<file path="src/rtl/id_ex_stage_pkg.sv">
// Shared definitions for the ID/EX pipeline register: control bundle layout,
// ALU operation codes and primary opcodes used by the decoder upstream.
package id_ex_stage_pkg;

   localparam int CTRL_W = 16;

   // Bit positions inside the 16-bit control bundle (MSB first as decoded)
   localparam int C_REGDST     = 15;
   localparam int C_REGWRITE   = 14;
   localparam int C_MEMTOREG   = 13;
   localparam int C_JUMP       = 12;
   localparam int C_JAL        = 11;
   localparam int C_MEMREAD    = 10;
   localparam int C_MEMWRITE   = 9;
   localparam int C_BEQ        = 8;
   localparam int C_BNE        = 7;
   localparam int C_ALUSRC     = 6;
   localparam int C_ISSIGNED   = 5;
   localparam int C_ALUOP_MSB  = 4;
   localparam int C_ALUOP_LSB  = 1;
   localparam int C_FLOATOP    = 0;

   typedef enum logic [3:0] {
      ALU_ADD  = 4'd0,
      ALU_R    = 4'd2,
      ALU_OR   = 4'd3,
      ALU_ADDI = 4'd4,
      ALU_AND  = 4'd5,
      ALU_SUB  = 4'd7
   } aluop_e;

   typedef enum logic [5:0] {
      OP_J   = 6'h02,
      OP_R   = 6'h03,
      OP_BNE = 6'h04,
      OP_BEQ = 6'h05,
      OP_JAL = 6'h07,
      OP_LUI = 6'h0f,
      OP_LW  = 6'h12,
      OP_LBU = 6'h22,
      OP_SB  = 6'h28,
      OP_SW  = 6'h2b
   } opcode_e;

   // One-hot control word with only the given bundle bit set
   function automatic logic [CTRL_W-1:0] ctrl_bit(input int idx);
      return CTRL_W'(1) << idx;
   endfunction

endpackage

</file>
<file path="src/rtl/id_ex_stage_if.sv">
// Bundle between the decode side (master drives id_*) and the ID/EX register
// (slave drives ex_*). Data is qualified by id_valid / ex_valid; there is no
// back-pressure on this bundle itself -- freezing is signalled separately by
// hold_i (downstream) and stall_o (upstream).
interface id_ex_stage_if #(
   parameter int DATA_W = 32
);
   import id_ex_stage_pkg::*;

   logic [CTRL_W-1:0] id_ctrl;
   logic              id_valid;
   logic [DATA_W-1:0] id_pc4;
   logic [DATA_W-1:0] id_rs_data;
   logic [DATA_W-1:0] id_rt_data;
   logic [DATA_W-1:0] id_imm;
   logic [4:0]        id_rs;
   logic [4:0]        id_rt;
   logic [4:0]        id_rd;
   logic [4:0]        id_shamt;

   logic [CTRL_W-1:0] ex_ctrl;
   logic              ex_valid;
   logic [DATA_W-1:0] ex_pc4;
   logic [DATA_W-1:0] ex_rs_data;
   logic [DATA_W-1:0] ex_rt_data;
   logic [DATA_W-1:0] ex_imm;
   logic [4:0]        ex_rs;
   logic [4:0]        ex_rt;
   logic [4:0]        ex_rd;
   logic [4:0]        ex_shamt;

   modport master (
      output id_ctrl, id_valid, id_pc4, id_rs_data, id_rt_data, id_imm,
             id_rs, id_rt, id_rd, id_shamt,
      input  ex_ctrl, ex_valid, ex_pc4, ex_rs_data, ex_rt_data, ex_imm,
             ex_rs, ex_rt, ex_rd, ex_shamt
   );

   modport slave (
      input  id_ctrl, id_valid, id_pc4, id_rs_data, id_rt_data, id_imm,
             id_rs, id_rt, id_rd, id_shamt,
      output ex_ctrl, ex_valid, ex_pc4, ex_rs_data, ex_rt_data, ex_imm,
             ex_rs, ex_rt, ex_rd, ex_shamt
   );

endinterface

</file>
<file path="src/rtl/id_ex_stage_hazard_detect.sv">
// Load-use hazard detector: decides which source registers the ID instruction
// really reads and compares them with the destination of a load sitting in EX.
module id_ex_stage_hazard_detect
   import id_ex_stage_pkg::*;
(
   input  logic [CTRL_W-1:0] id_ctrl,
   input  logic              id_valid,
   input  logic [4:0]        id_rs,
   input  logic [4:0]        id_rt,
   input  logic              ex_valid,
   input  logic              ex_memread,
   input  logic [4:0]        ex_rt,
   output logic              uses_rs,
   output logic              uses_rt,
   output logic              lu
);

   // Jumps carry a target in the rs/rt bit positions, and an all-zero
   // control word is a nop, so neither reads rs. rt is a true source only for
   // R-type, branches and stores.
   always_comb begin
      uses_rs = id_valid & ~id_ctrl[C_JUMP] & ~id_ctrl[C_JAL] & (id_ctrl != '0);
      uses_rt = id_valid & (id_ctrl[C_REGDST] | id_ctrl[C_BEQ] |
                            id_ctrl[C_BNE] | id_ctrl[C_MEMWRITE]);
      lu      = ex_valid & ex_memread & (ex_rt != 5'd0) &
                ((uses_rs & (ex_rt == id_rs)) | (uses_rt & (ex_rt == id_rt)));
   end

endmodule

</file>
<file path="src/rtl/id_ex_stage.sv">
// ID/EX pipeline register with load-use bubble insertion, flush handling
// (including a flush that arrives while the stage is held) and a saturating
// count of inserted load-use bubbles.
module id_ex_stage
   import id_ex_stage_pkg::*;
#(
   parameter int DATA_W = 32,
   parameter int CNT_W  = 16
) (
   input  logic             clk,
   input  logic             rst_n,
   id_ex_stage_if.slave     bus,
   input  logic             flush_i,
   input  logic             hold_i,
   output logic             stall_o,
   output logic [CNT_W-1:0] stall_cnt
);

   logic [CTRL_W-1:0] ctrl_q;
   logic              valid_q;
   logic [DATA_W-1:0] pc4_q;
   logic [DATA_W-1:0] rs_data_q;
   logic [DATA_W-1:0] rt_data_q;
   logic [DATA_W-1:0] imm_q;
   logic [4:0]        rs_q;
   logic [4:0]        rt_q;
   logic [4:0]        rd_q;
   logic [4:0]        shamt_q;
   logic              pend_flush;
   logic [CNT_W-1:0]  cnt_q;

   logic uses_rs;
   logic uses_rt;
   logic lu;

   id_ex_stage_hazard_detect u_hazard_detect (
      .id_ctrl    (bus.id_ctrl),
      .id_valid   (bus.id_valid),
      .id_rs      (bus.id_rs),
      .id_rt      (bus.id_rt),
      .ex_valid   (valid_q),
      .ex_memread (ctrl_q[C_MEMREAD]),
      .ex_rt      (rt_q),
      .uses_rs    (uses_rs),
      .uses_rt    (uses_rt),
      .lu         (lu)
   );

   // A flush (live or remembered from a hold) kills the ID instruction, so
   // there is nothing to stall for in that cycle.
   always_comb begin
      stall_o = hold_i | (lu & ~flush_i & ~pend_flush);
   end

   // Pipeline register: hold > flush > load-use bubble > normal advance
   always_ff @(posedge clk or negedge rst_n) begin
      if (!rst_n) begin
         ctrl_q     <= '0;
         valid_q    <= 1'b0;
         pc4_q      <= '0;
         rs_data_q  <= '0;
         rt_data_q  <= '0;
         imm_q      <= '0;
         rs_q       <= '0;
         rt_q       <= '0;
         rd_q       <= '0;
         shamt_q    <= '0;
         pend_flush <= 1'b0;
         cnt_q      <= '0;
      end else if (hold_i) begin
         if (flush_i) begin
            pend_flush <= 1'b1;
         end
      end else if (flush_i || pend_flush || lu) begin
         ctrl_q     <= '0;
         valid_q    <= 1'b0;
         pc4_q      <= '0;
         rs_data_q  <= '0;
         rt_data_q  <= '0;
         imm_q      <= '0;
         rs_q       <= '0;
         rt_q       <= '0;
         rd_q       <= '0;
         shamt_q    <= '0;
         pend_flush <= 1'b0;
         if (!flush_i && !pend_flush && (cnt_q != '1)) begin
            cnt_q <= cnt_q + CNT_W'(1);
         end
      end else begin
         ctrl_q    <= bus.id_ctrl;
         valid_q   <= bus.id_valid;
         pc4_q     <= bus.id_pc4;
         rs_data_q <= bus.id_rs_data;
         rt_data_q <= bus.id_rt_data;
         imm_q     <= bus.id_imm;
         rs_q      <= bus.id_rs;
         rt_q      <= bus.id_rt;
         rd_q      <= bus.id_rd;
         shamt_q   <= bus.id_shamt;
      end
   end

   assign bus.ex_ctrl    = ctrl_q;
   assign bus.ex_valid   = valid_q;
   assign bus.ex_pc4     = pc4_q;
   assign bus.ex_rs_data = rs_data_q;
   assign bus.ex_rt_data = rt_data_q;
   assign bus.ex_imm     = imm_q;
   assign bus.ex_rs      = rs_q;
   assign bus.ex_rt      = rt_q;
   assign bus.ex_rd      = rd_q;
   assign bus.ex_shamt   = shamt_q;
   assign stall_cnt      = cnt_q;

endmodule

</file>
<file path="src/flat_wrapper.sv">
// flat-port wrapper written by rule: the top's interface ports become plain ports
module id_ex_stage_flat import id_ex_stage_pkg::*;
#(
   parameter int DATA_W = 32,
   parameter int CNT_W  = 16
)
  (clk, rst_n, flush_i, hold_i, stall_o, stall_cnt, bus_id_ctrl, bus_id_valid, bus_id_pc4, bus_id_rs_data, bus_id_rt_data, bus_id_imm, bus_id_rs, bus_id_rt, bus_id_rd, bus_id_shamt, bus_ex_ctrl, bus_ex_valid, bus_ex_pc4, bus_ex_rs_data, bus_ex_rt_data, bus_ex_imm, bus_ex_rs, bus_ex_rt, bus_ex_rd, bus_ex_shamt);
  id_ex_stage_if #(.DATA_W(DATA_W)) bus_i ();
  input  logic clk;
  input  logic rst_n;
  input  logic flush_i;
  input  logic hold_i;
  output logic stall_o;
  output logic [CNT_W-1:0] stall_cnt;
  input wire logic [$bits(bus_i.id_ctrl)-1:0] bus_id_ctrl;
  input wire logic [$bits(bus_i.id_valid)-1:0] bus_id_valid;
  input wire logic [$bits(bus_i.id_pc4)-1:0] bus_id_pc4;
  input wire logic [$bits(bus_i.id_rs_data)-1:0] bus_id_rs_data;
  input wire logic [$bits(bus_i.id_rt_data)-1:0] bus_id_rt_data;
  input wire logic [$bits(bus_i.id_imm)-1:0] bus_id_imm;
  input wire logic [$bits(bus_i.id_rs)-1:0] bus_id_rs;
  input wire logic [$bits(bus_i.id_rt)-1:0] bus_id_rt;
  input wire logic [$bits(bus_i.id_rd)-1:0] bus_id_rd;
  input wire logic [$bits(bus_i.id_shamt)-1:0] bus_id_shamt;
  output wire logic [$bits(bus_i.ex_ctrl)-1:0] bus_ex_ctrl;
  output wire logic [$bits(bus_i.ex_valid)-1:0] bus_ex_valid;
  output wire logic [$bits(bus_i.ex_pc4)-1:0] bus_ex_pc4;
  output wire logic [$bits(bus_i.ex_rs_data)-1:0] bus_ex_rs_data;
  output wire logic [$bits(bus_i.ex_rt_data)-1:0] bus_ex_rt_data;
  output wire logic [$bits(bus_i.ex_imm)-1:0] bus_ex_imm;
  output wire logic [$bits(bus_i.ex_rs)-1:0] bus_ex_rs;
  output wire logic [$bits(bus_i.ex_rt)-1:0] bus_ex_rt;
  output wire logic [$bits(bus_i.ex_rd)-1:0] bus_ex_rd;
  output wire logic [$bits(bus_i.ex_shamt)-1:0] bus_ex_shamt;
  assign bus_i.id_ctrl = bus_id_ctrl;
  assign bus_i.id_valid = bus_id_valid;
  assign bus_i.id_pc4 = bus_id_pc4;
  assign bus_i.id_rs_data = bus_id_rs_data;
  assign bus_i.id_rt_data = bus_id_rt_data;
  assign bus_i.id_imm = bus_id_imm;
  assign bus_i.id_rs = bus_id_rs;
  assign bus_i.id_rt = bus_id_rt;
  assign bus_i.id_rd = bus_id_rd;
  assign bus_i.id_shamt = bus_id_shamt;
  assign bus_ex_ctrl = bus_i.ex_ctrl;
  assign bus_ex_valid = bus_i.ex_valid;
  assign bus_ex_pc4 = bus_i.ex_pc4;
  assign bus_ex_rs_data = bus_i.ex_rs_data;
  assign bus_ex_rt_data = bus_i.ex_rt_data;
  assign bus_ex_imm = bus_i.ex_imm;
  assign bus_ex_rs = bus_i.ex_rs;
  assign bus_ex_rt = bus_i.ex_rt;
  assign bus_ex_rd = bus_i.ex_rd;
  assign bus_ex_shamt = bus_i.ex_shamt;
  id_ex_stage #(.DATA_W(DATA_W), .CNT_W(CNT_W)) u_core (.clk(clk), .rst_n(rst_n), .bus(bus_i), .flush_i(flush_i), .hold_i(hold_i), .stall_o(stall_o), .stall_cnt(stall_cnt));
endmodule
</file>
<file path="config.mk">
export PLATFORM = sky130hd
export DESIGN_NAME = id_ex_stage_flat
export DESIGN_NICKNAME = d
export VERILOG_FILES = /design/src/rtl/id_ex_stage_pkg.sv /design/src/rtl/id_ex_stage_if.sv /design/src/rtl/id_ex_stage_hazard_detect.sv /design/src/rtl/id_ex_stage.sv /design/src/flat_wrapper.sv
export SDC_FILE = /design/constraint.sdc
export NUM_CORES = 1
export LEC_CHECK = 0
export ABC_CLOCK_PERIOD_IN_PS = 2400
export CORE_ASPECT_RATIO = 1.2
export CORE_MARGIN = 4
export CORE_UTILIZATION = 36
export DETAILED_ROUTE_END_ITERATION = 8
export PLACE_DENSITY_LB_ADDON = 0.25
export SLEW_MARGIN = 40
export SYNTH_ARGS = -nofsm -noshare
export SYNTH_HDL_FRONTEND = slang
export SYNTH_SLANG_ARGS = --single-unit
</file>
<file path="constraint.sdc">
create_clock -name clk -period 2.4 [get_ports clk]
set_input_delay 0.24 -clock clk [delete_from_list [all_inputs] [get_ports clk]]
set_output_delay 0.24 -clock clk [all_outputs]
set_load 0.05 [all_outputs]
</file>
Word-level counts from Yosys, hierarchy flattened
Cells that the tools add are included.
{ "word_totals": {"regBits": 182, "output_inout_bits": 182} }
{ "op_classes": {"add_sub_neg": 1, "eq_ne": 4, "mux": 13, "bitwise": 21, "n_reduce_logical": 11} }
{ "op_table": {"columns": ["operator", "n"], "rows": [
  ["32-bit 2-to-1 mux", 4],
  ["5-bit 2-to-1 mux", 4],
  ["16-bit by 1-bit adder with 16-bit output (second input constant)", 1],
  ["16-bit 2-to-1 mux", 1],
  ["16-bit != test (second input constant)", 1],
  ["16-bit nonzero test", 1],
  ["1-bit AND", 11],
  ["5-bit equality test", 2],
  ["1-bit NOT", 5],
  ["1-bit OR", 5],
  ["5-bit nonzero test", 1],
  ["1-bit 2-to-1 mux", 4],
  ["3-bit AND reduction", 1],
  ["1-bit logical AND", 2],
  ["1-bit zero test", 2],
  ["1-bit logical OR", 2],
  ["2-bit != test (second input constant)", 1],
  ["2-bit AND reduction", 1],
  ["2-bit nonzero test", 1]
]} }

Longest topological paths before layout
{ "logic_depth": {"depth_word": 10, "depth_mapped": 8, "depth_no_buf": 7} }

Cells and area by module
From an unflattened synthesis, not the netlist that was laid out.
{ "unflattened": {"hier_cells": 469, "hier_area_um2": 6779.0} }
{ "by_module_without_submodules": {"columns": ["module", "n_inst", "cells_per_inst", "area_per_inst_um2", "seq_area_each_um2"], "rows": [
  ["id_ex_stage", 1, 443, 6587.6, 4554.4],
  ["id_ex_stage_hazard_detect", 1, 26, 191.4, 0.0]
]} }

Least setup slack after synthesis
No wires, ideal clock.
{ "synth_path": {"path_type": "reg2out", "start": "reg u_core.rt_q[3], in the netlist u_core.bus.ex_rt[3]", "end": "out stall_o", "arrival_ns": 2.836, "required_time_ns": 2.160, "path_slack_ns": -0.676, "stages_incl_launch_ff": 7, "n_path_buf": 1, "path_cell_list": "dfrtp_1 -> xor2_1 -> nor4_1 -> nand3_1 -> a21o_2 -> clkbuf_1 -> o31ai_1"} }
{ "synth_between": {"elab_chain_cells": 7, "elab_cells_between_ends": 11} }
{ "synth_lines": {"columns": ["item", "line", "text"], "rows": [
  ["from (decl)", "id_ex_stage.sv:26", "logic [4:0] rt_q;"],
  ["from (signal assigned)", "id_ex_stage.sv:97", "rt_q <= bus.id_rt;"],
  ["5-bit equality test", "id_ex_stage_hazard_detect.sv:26", "((uses_rs & (ex_rt == id_rs)) | (uses_rt & (ex_rt == id_rt)));"],
  ["1-bit AND", "id_ex_stage_hazard_detect.sv:26", null],
  ["1-bit OR", "id_ex_stage_hazard_detect.sv:26", null],
  ["1-bit AND (*)", "id_ex_stage_hazard_detect.sv:25", "lu = ex_valid & ex_memread & (ex_rt != 5'd0) &"],
  ["1-bit AND (*) (2 in series)", "id_ex_stage.sv:52", "stall_o = hold_i | (lu & ~flush_i & ~pend_flush);"],
  ["1-bit OR (*)", "id_ex_stage.sv:52", null],
  ["to (decl)", "flat_wrapper.sv:13", "output logic stall_o;"]
]} }
Mark *: on every way between the ends. The rest lies on a longest branch, timed or not.

Worst setup path after layout
{ "layout_path": {"start": "reg u_core.rt_q[0], in the netlist u_core.bus.ex_rt[0]", "end": "out stall_o"} }
Same word-level chain as after synthesis.

==> impl_results.html <==
<table>
<tr><th>Metric</th><th>Value</th></tr>
<tr><th colspan="2">Status</th></tr>
<tr><td>Result of the run</td><td>finished, final reports clean</td></tr>
<tr><th colspan="2">Die</th></tr>
<tr><td>Placement Rows</td><td>55</td></tr>
<tr><td>Placeable Area</td><td>18900 sq um</td></tr>
<tr><td>Top-Level Pins</td><td>351</td></tr>
<tr><td>Floorplan die height</td><td>159 um</td></tr>
<tr><td>Area of the die</td><td>21400 sq um</td></tr>
<tr><td>Die Span X</td><td>134 um</td></tr>
<tr><td>Starting density of the core</td><td>0.365</td></tr>
<tr><th colspan="2">Clock tree</th></tr>
<tr><td>Clock buffers created by TritonCTS</td><td>17</td></tr>
<tr><td>Clock latency at the later pin of the worst-skew pair</td><td>0.43 ns</td></tr>
<tr><td>Clock tree buffer depth</td><td>2</td></tr>
<tr><td>Root Driver</td><td>sky130_fd_sc_hd__clkbuf_16</td></tr>
<tr><td>Deepest level of the CTS H-tree</td><td>4</td></tr>
<tr><td>TritonCTS Sinks</td><td>~180</td></tr>
<tr><td>CTS tree</td><td>built</td></tr>
<tr><td>Clock slew at reported path FFs</td><td>0.07 ns</td></tr>
<tr><th colspan="2">STA</th></tr>
<tr><td>Clock skew after layout</td><td>0.00773 ns</td></tr>
<tr><td>Pin slew with the least headroom to its limit</td><td>0.822 ns</td></tr>
<tr><td>Top achievable clock speed</td><td>421 MHz</td></tr>
<tr><td>Unrepaired setup endpoints after global routing</td><td>yes</td></tr>
<tr><td>Final max-slew violation count</td><td>0</td></tr>
<tr><td>Setup TNS</td><td>0 ns</td></tr>
<tr><td>Total count of hold-check failures in the final report</td><td>0</td></tr>
<tr><td>Final critical-path share of the clock period</td><td>0.989</td></tr>
<tr><td>Slew Limit Headroom</td><td>0.452</td></tr>
<tr><td>Min Tclk post-route</td><td>2.37 ns</td></tr>
<tr><td>Final number of setup-violating endpoints</td><td>0</td></tr>
<tr><th colspan="2">Routing</th></tr>
<tr><td>Total detailed-routing wirelength</td><td>21.9 mm</td></tr>
<tr><td>Vias/cell</td><td>5.02</td></tr>
<tr><td>Antenna viol nets, final</td><td>0</td></tr>
<tr><td>Count of routing violations after the opening detailed-route iteration</td><td>253</td></tr>
<tr><td>Pre-Repair DR Iteration Count</td><td>4</td></tr>
<tr><td>Via count</td><td>5481</td></tr>
<tr><td>Final routed wire length divided by cell count</td><td>20.0 um</td></tr>
<tr><td>Remaining DRCs</td><td>0</td></tr>
<tr><th colspan="2">Power</th></tr>
<tr><td>Max VDD drop</td><td>between 400 and 500 uV</td></tr>
<tr><td>Clock share of power</td><td>0.363</td></tr>
<tr><td>Cell Pwr Density</td><td>729 nW/um^2</td></tr>
<tr><td>Switching power summed over all nets</td><td>2.49 mW</td></tr>
<tr><td>Switching part of the total power</td><td>0.302</td></tr>
<tr><td>Total power of the final layout</td><td>8.25 mW</td></tr>
<tr><td>Share of power burned in combinational logic</td><td>0.226</td></tr>
<tr><td>Cell Int Power</td><td>5.76 mW</td></tr>
<tr><td>Leak</td><td>5.06 nW</td></tr>
<tr><td>Relative contribution of sequential cells to total power</td><td>0.411</td></tr>
<tr><th colspan="2">Global route</th></tr>
<tr><td>All-Layer GR Usage</td><td>0.203</td></tr>
<tr><td>First-pass GRT wire length</td><td>34.0 mm</td></tr>
<tr><td>Number of global-route vias before repair</td><td>5869</td></tr>
<tr><td>Total congestion overflow after global routing</td><td>0</td></tr>
<tr><td>Initial antenna violation count</td><td>1</td></tr>
<tr><td>Largest net degree at the start of global routing</td><td>86</td></tr>
<tr><th colspan="2">Synthesis</th></tr>
<tr><td>Cell type with the largest total area after synthesis</td><td>sky130_fd_sc_hd__dfrtp_1</td></tr>
<tr><td>Synthesis warning total</td><td>0</td></tr>
<tr><td>Synthesized area per cell</td><td>14.7 sq um</td></tr>
<tr><td>Number of storage elements in the synthesis netlist</td><td>between 150 and 200</td></tr>
<tr><td>Sequential element share of the synthesized area</td><td>0.662</td></tr>
<tr><td>Cell variety after synth</td><td>27</td></tr>
<tr><td>Cells after Synth</td><td>roughly 470</td></tr>
<tr><td>Net count after synthesis</td><td>around 640</td></tr>
<tr><td>Area share of the leading cell type in the synthesized netlist</td><td>0.662</td></tr>
<tr><td>Synthesized area</td><td>approximately 6900 sq um</td></tr>
<tr><td>Cell types occupying the most area after synthesis</td><td>sky130_fd_sc_hd__dfrtp_1, sky130_fd_sc_hd__a22o_1, sky130_fd_sc_hd__xor2_1</td></tr>
<tr><th colspan="2">Worst setup path</th></tr>
<tr><td>Setup slack, reg-to-reg</td><td>0.12 ns</td></tr>
<tr><td>Critical path launch point type</td><td>register</td></tr>
<tr><td>Crit path DAT</td><td>2.13 ns</td></tr>
<tr><td>Data required time of the worst path</td><td>2.16 ns</td></tr>
<tr><td>Launch point of the worst reg-to-reg path</td><td>u_core.bus.ex_rt[1]$_DFFE_PN0N_</td></tr>
<tr><td>Number of cell instances on the worst register-to-register path</td><td>7</td></tr>
<tr><td>Crit path launch</td><td>u_core.bus.ex_rt[0]$_DFFE_PN0N_</td></tr>
<tr><td>CP Max Fanout</td><td>4</td></tr>
<tr><td>Reg-to-reg endpoint</td><td>u_core.bus.ex_pc4[14]$_DFFE_PN0N_</td></tr>
<tr><td>Worst setup EP type</td><td>output port</td></tr>
<tr><td>Endpoint of the worst setup timing path</td><td>stall_o</td></tr>
<tr><td>Type of the setup path with the least slack</td><td>reg -&gt; out</td></tr>
<tr><th colspan="2">Layout</th></tr>
<tr><td>Net total in the final layout</td><td>992</td></tr>
<tr><td>Synthesis-to-finish area growth</td><td>64.7%</td></tr>
<tr><td>Share of cells above drive strength 1</td><td>0.0826</td></tr>
<tr><td>Most used cells in the layout excluding fill and tap cells</td><td>sky130_fd_sc_hd__clkdlybuf4s50_1, sky130_fd_sc_hd__dfrtp_1, sky130_fd_sc_hd__a22o_1</td></tr>
<tr><td>Commonest non-fill, non-tap cell in the layout</td><td>sky130_fd_sc_hd__clkdlybuf4s50_1</td></tr>
<tr><th colspan="2">Place</th></tr>
<tr><td>Gp weighted congestion</td><td>0.766</td></tr>
<tr><td>Input/output buffers</td><td>350</td></tr>
<tr><td>Final HPWL from detailed placement</td><td>16.0 mm</td></tr>
<tr><th colspan="2">Job</th></tr>
<tr><td>Reported max-cap violation count</td><td>0</td></tr>
<tr><th colspan="2">Min path</th></tr>
<tr><td>Min-delay worst type</td><td>in -&gt; reg</td></tr>
</table>
==> stage by stage <==
stage / hold slack [ns] / instances / cell area [sq um] / setup WS, ns / utilization
floorplan: -0.0556 / 467 / 6900 / 0.0556 / -
global placement: 0.267 / 1054 / 10600 / -0.177 / 0.564
detailed placement: 0.280 / 1054 / 10600 / -0.154 / 0.564
CTS: 0.153 / 1089 / 11300 / -0.0185 / 0.600
global route: 0.195 / 1092 / 11300 / -0.0695 / 0.601
finish: 0.162 / 1092 / 11300 / 0.0274 / 0.601
==> flip-flops by register name (all words and copies together), names as in the netlist <==
name / flops
u_core.bus.ex_ctrl: 16
u_core.bus.ex_imm: 32
u_core.bus.ex_pc4: 32
u_core.bus.ex_rd: 5
u_core.bus.ex_rs: 5
u_core.bus.ex_rs_data: 32
u_core.bus.ex_rt: 5
u_core.bus.ex_rt_data: 32
u_core.bus.ex_shamt: 5
u_core.bus.ex_valid: 1
u_core.pend_flush: 1
u_core.stall_cnt: 16
==> cells in the mapped netlist <==
cell type / instances
sky130_fd_sc_hd__mux2_2: 1
sky130_fd_sc_hd__nor3b_1: 2
sky130_fd_sc_hd__inv_1: 2
sky130_fd_sc_hd__xnor2_1: 3
sky130_fd_sc_hd__nand3_1: 8
sky130_fd_sc_hd__buf_2: 2
sky130_fd_sc_hd__nand4_1: 3
sky130_fd_sc_hd__buf_6: 6
sky130_fd_sc_hd__and3_1: 4
sky130_fd_sc_hd__a22o_1: 165
sky130_fd_sc_hd__nand2_1: 5
sky130_fd_sc_hd__ha_1: 1
sky130_fd_sc_hd__a21o_2: 1
sky130_fd_sc_hd__clkbuf_1: 19
sky130_fd_sc_hd__nor2_1: 3
sky130_fd_sc_hd__and3_4: 1
sky130_fd_sc_hd__buf_8: 11
sky130_fd_sc_hd__dfrtp_1: 182
sky130_fd_sc_hd__o31ai_1: 1
sky130_fd_sc_hd__o211ai_1: 1
sky130_fd_sc_hd__and4_1: 2
sky130_fd_sc_hd__buf_4: 1
sky130_fd_sc_hd__nor3_1: 9
sky130_fd_sc_hd__or4_1: 2
sky130_fd_sc_hd__xor2_1: 22
sky130_fd_sc_hd__nor4_1: 9
sky130_fd_sc_hd__o2111ai_1: 1
==> routing by layer <==
metal,GRT usage,up-vias,share of wire
met5,0,-,0
met4,0.0769,0,0.030
met3,0.0705,38,0.077
met2,0.339,227,0.50
met1,0.242,2718,0.40
li1,-,2498,-
==> power by group through the flow <==
stage | Combinational [mW] | Sequential (mW) | Clock [mW]
floorplan | 0.320 | 4.13 | 0
global placement | 1.85 | 3.44 | 0
detailed placement | 1.87 | 3.44 | 0
CTS | 1.88 | 3.39 | 3.07
global route | 1.95 | 3.41 | 3.21
finish | 1.87 | 3.39 | 3.00
==> critical path, stage by stage (launching register included) <==
cell	delay [ns]
sky130_fd_sc_hd__dfrtp_2	0.43
sky130_fd_sc_hd__xor2_1	0.16
sky130_fd_sc_hd__nor4_1	0.28
sky130_fd_sc_hd__buf_4	0.17
sky130_fd_sc_hd__nand3_2	0.05
sky130_fd_sc_hd__a21o_4	0.23
sky130_fd_sc_hd__o31ai_4	0.21
sky130_fd_sc_hd__buf_12	0.18
==> repair_timing <==
item / 4_1_cts / 5_1_grt
gates resized for setup: 3 / 0
buffers inserted: 2 / 2
setup endpoints to repair: 1 / 1
pin swaps: 4 / 1
hold buffers: 1 / 0
endpoints found under the hold margin: 57 / 0
==> cell families (layout without fill, tap and decap cells) <==
logic type,after synthesis,after routing,share of synthesized area
xor+xnor,25,25,0.0318
flops,182,182,0.662
simple gates,48,48,0.0398
buf+inv,41,409,0.0478
compound gates,169,169,0.215
fa+ha+maj,1,1,0.00182
mux,1,1,0.00164
other cells,0,1,0
==> final cells by class <==
cell class,instances,area (sq um)
Antenna cell,1,2.50
Clock buffer,19,453
Clock inverter,13,185
Fill cell,1515,7530
Inverter,2,7.51
Multi-Input combinational cell,244,2020
Sequential cell,182,4560
Tap cell,256,320
Timing Repair Buffer,375,3780
==> how the worst min path moves through the flow <==
stage	cells past startpoint	to	from
after detailed placement	1	u_core.bus.ex_rt_data[10]$_DFFE_PN0N_	rst_n
after floorplan	0	u_core.bus.ex_ctrl[0]$_DFFE_PN0N_	rst_n
after global routing	3	u_core.pend_flush$_DFFE_PN0P_	hold_i
final	3	u_core.pend_flush$_DFFE_PN0P_	hold_i
after global placement	1	u_core.bus.ex_imm[10]$_DFFE_PN0N_	rst_n
after CTS	3	u_core.pend_flush$_DFFE_PN0P_	hold_i
No activity file was read; power rests on OpenSTA's default activity.
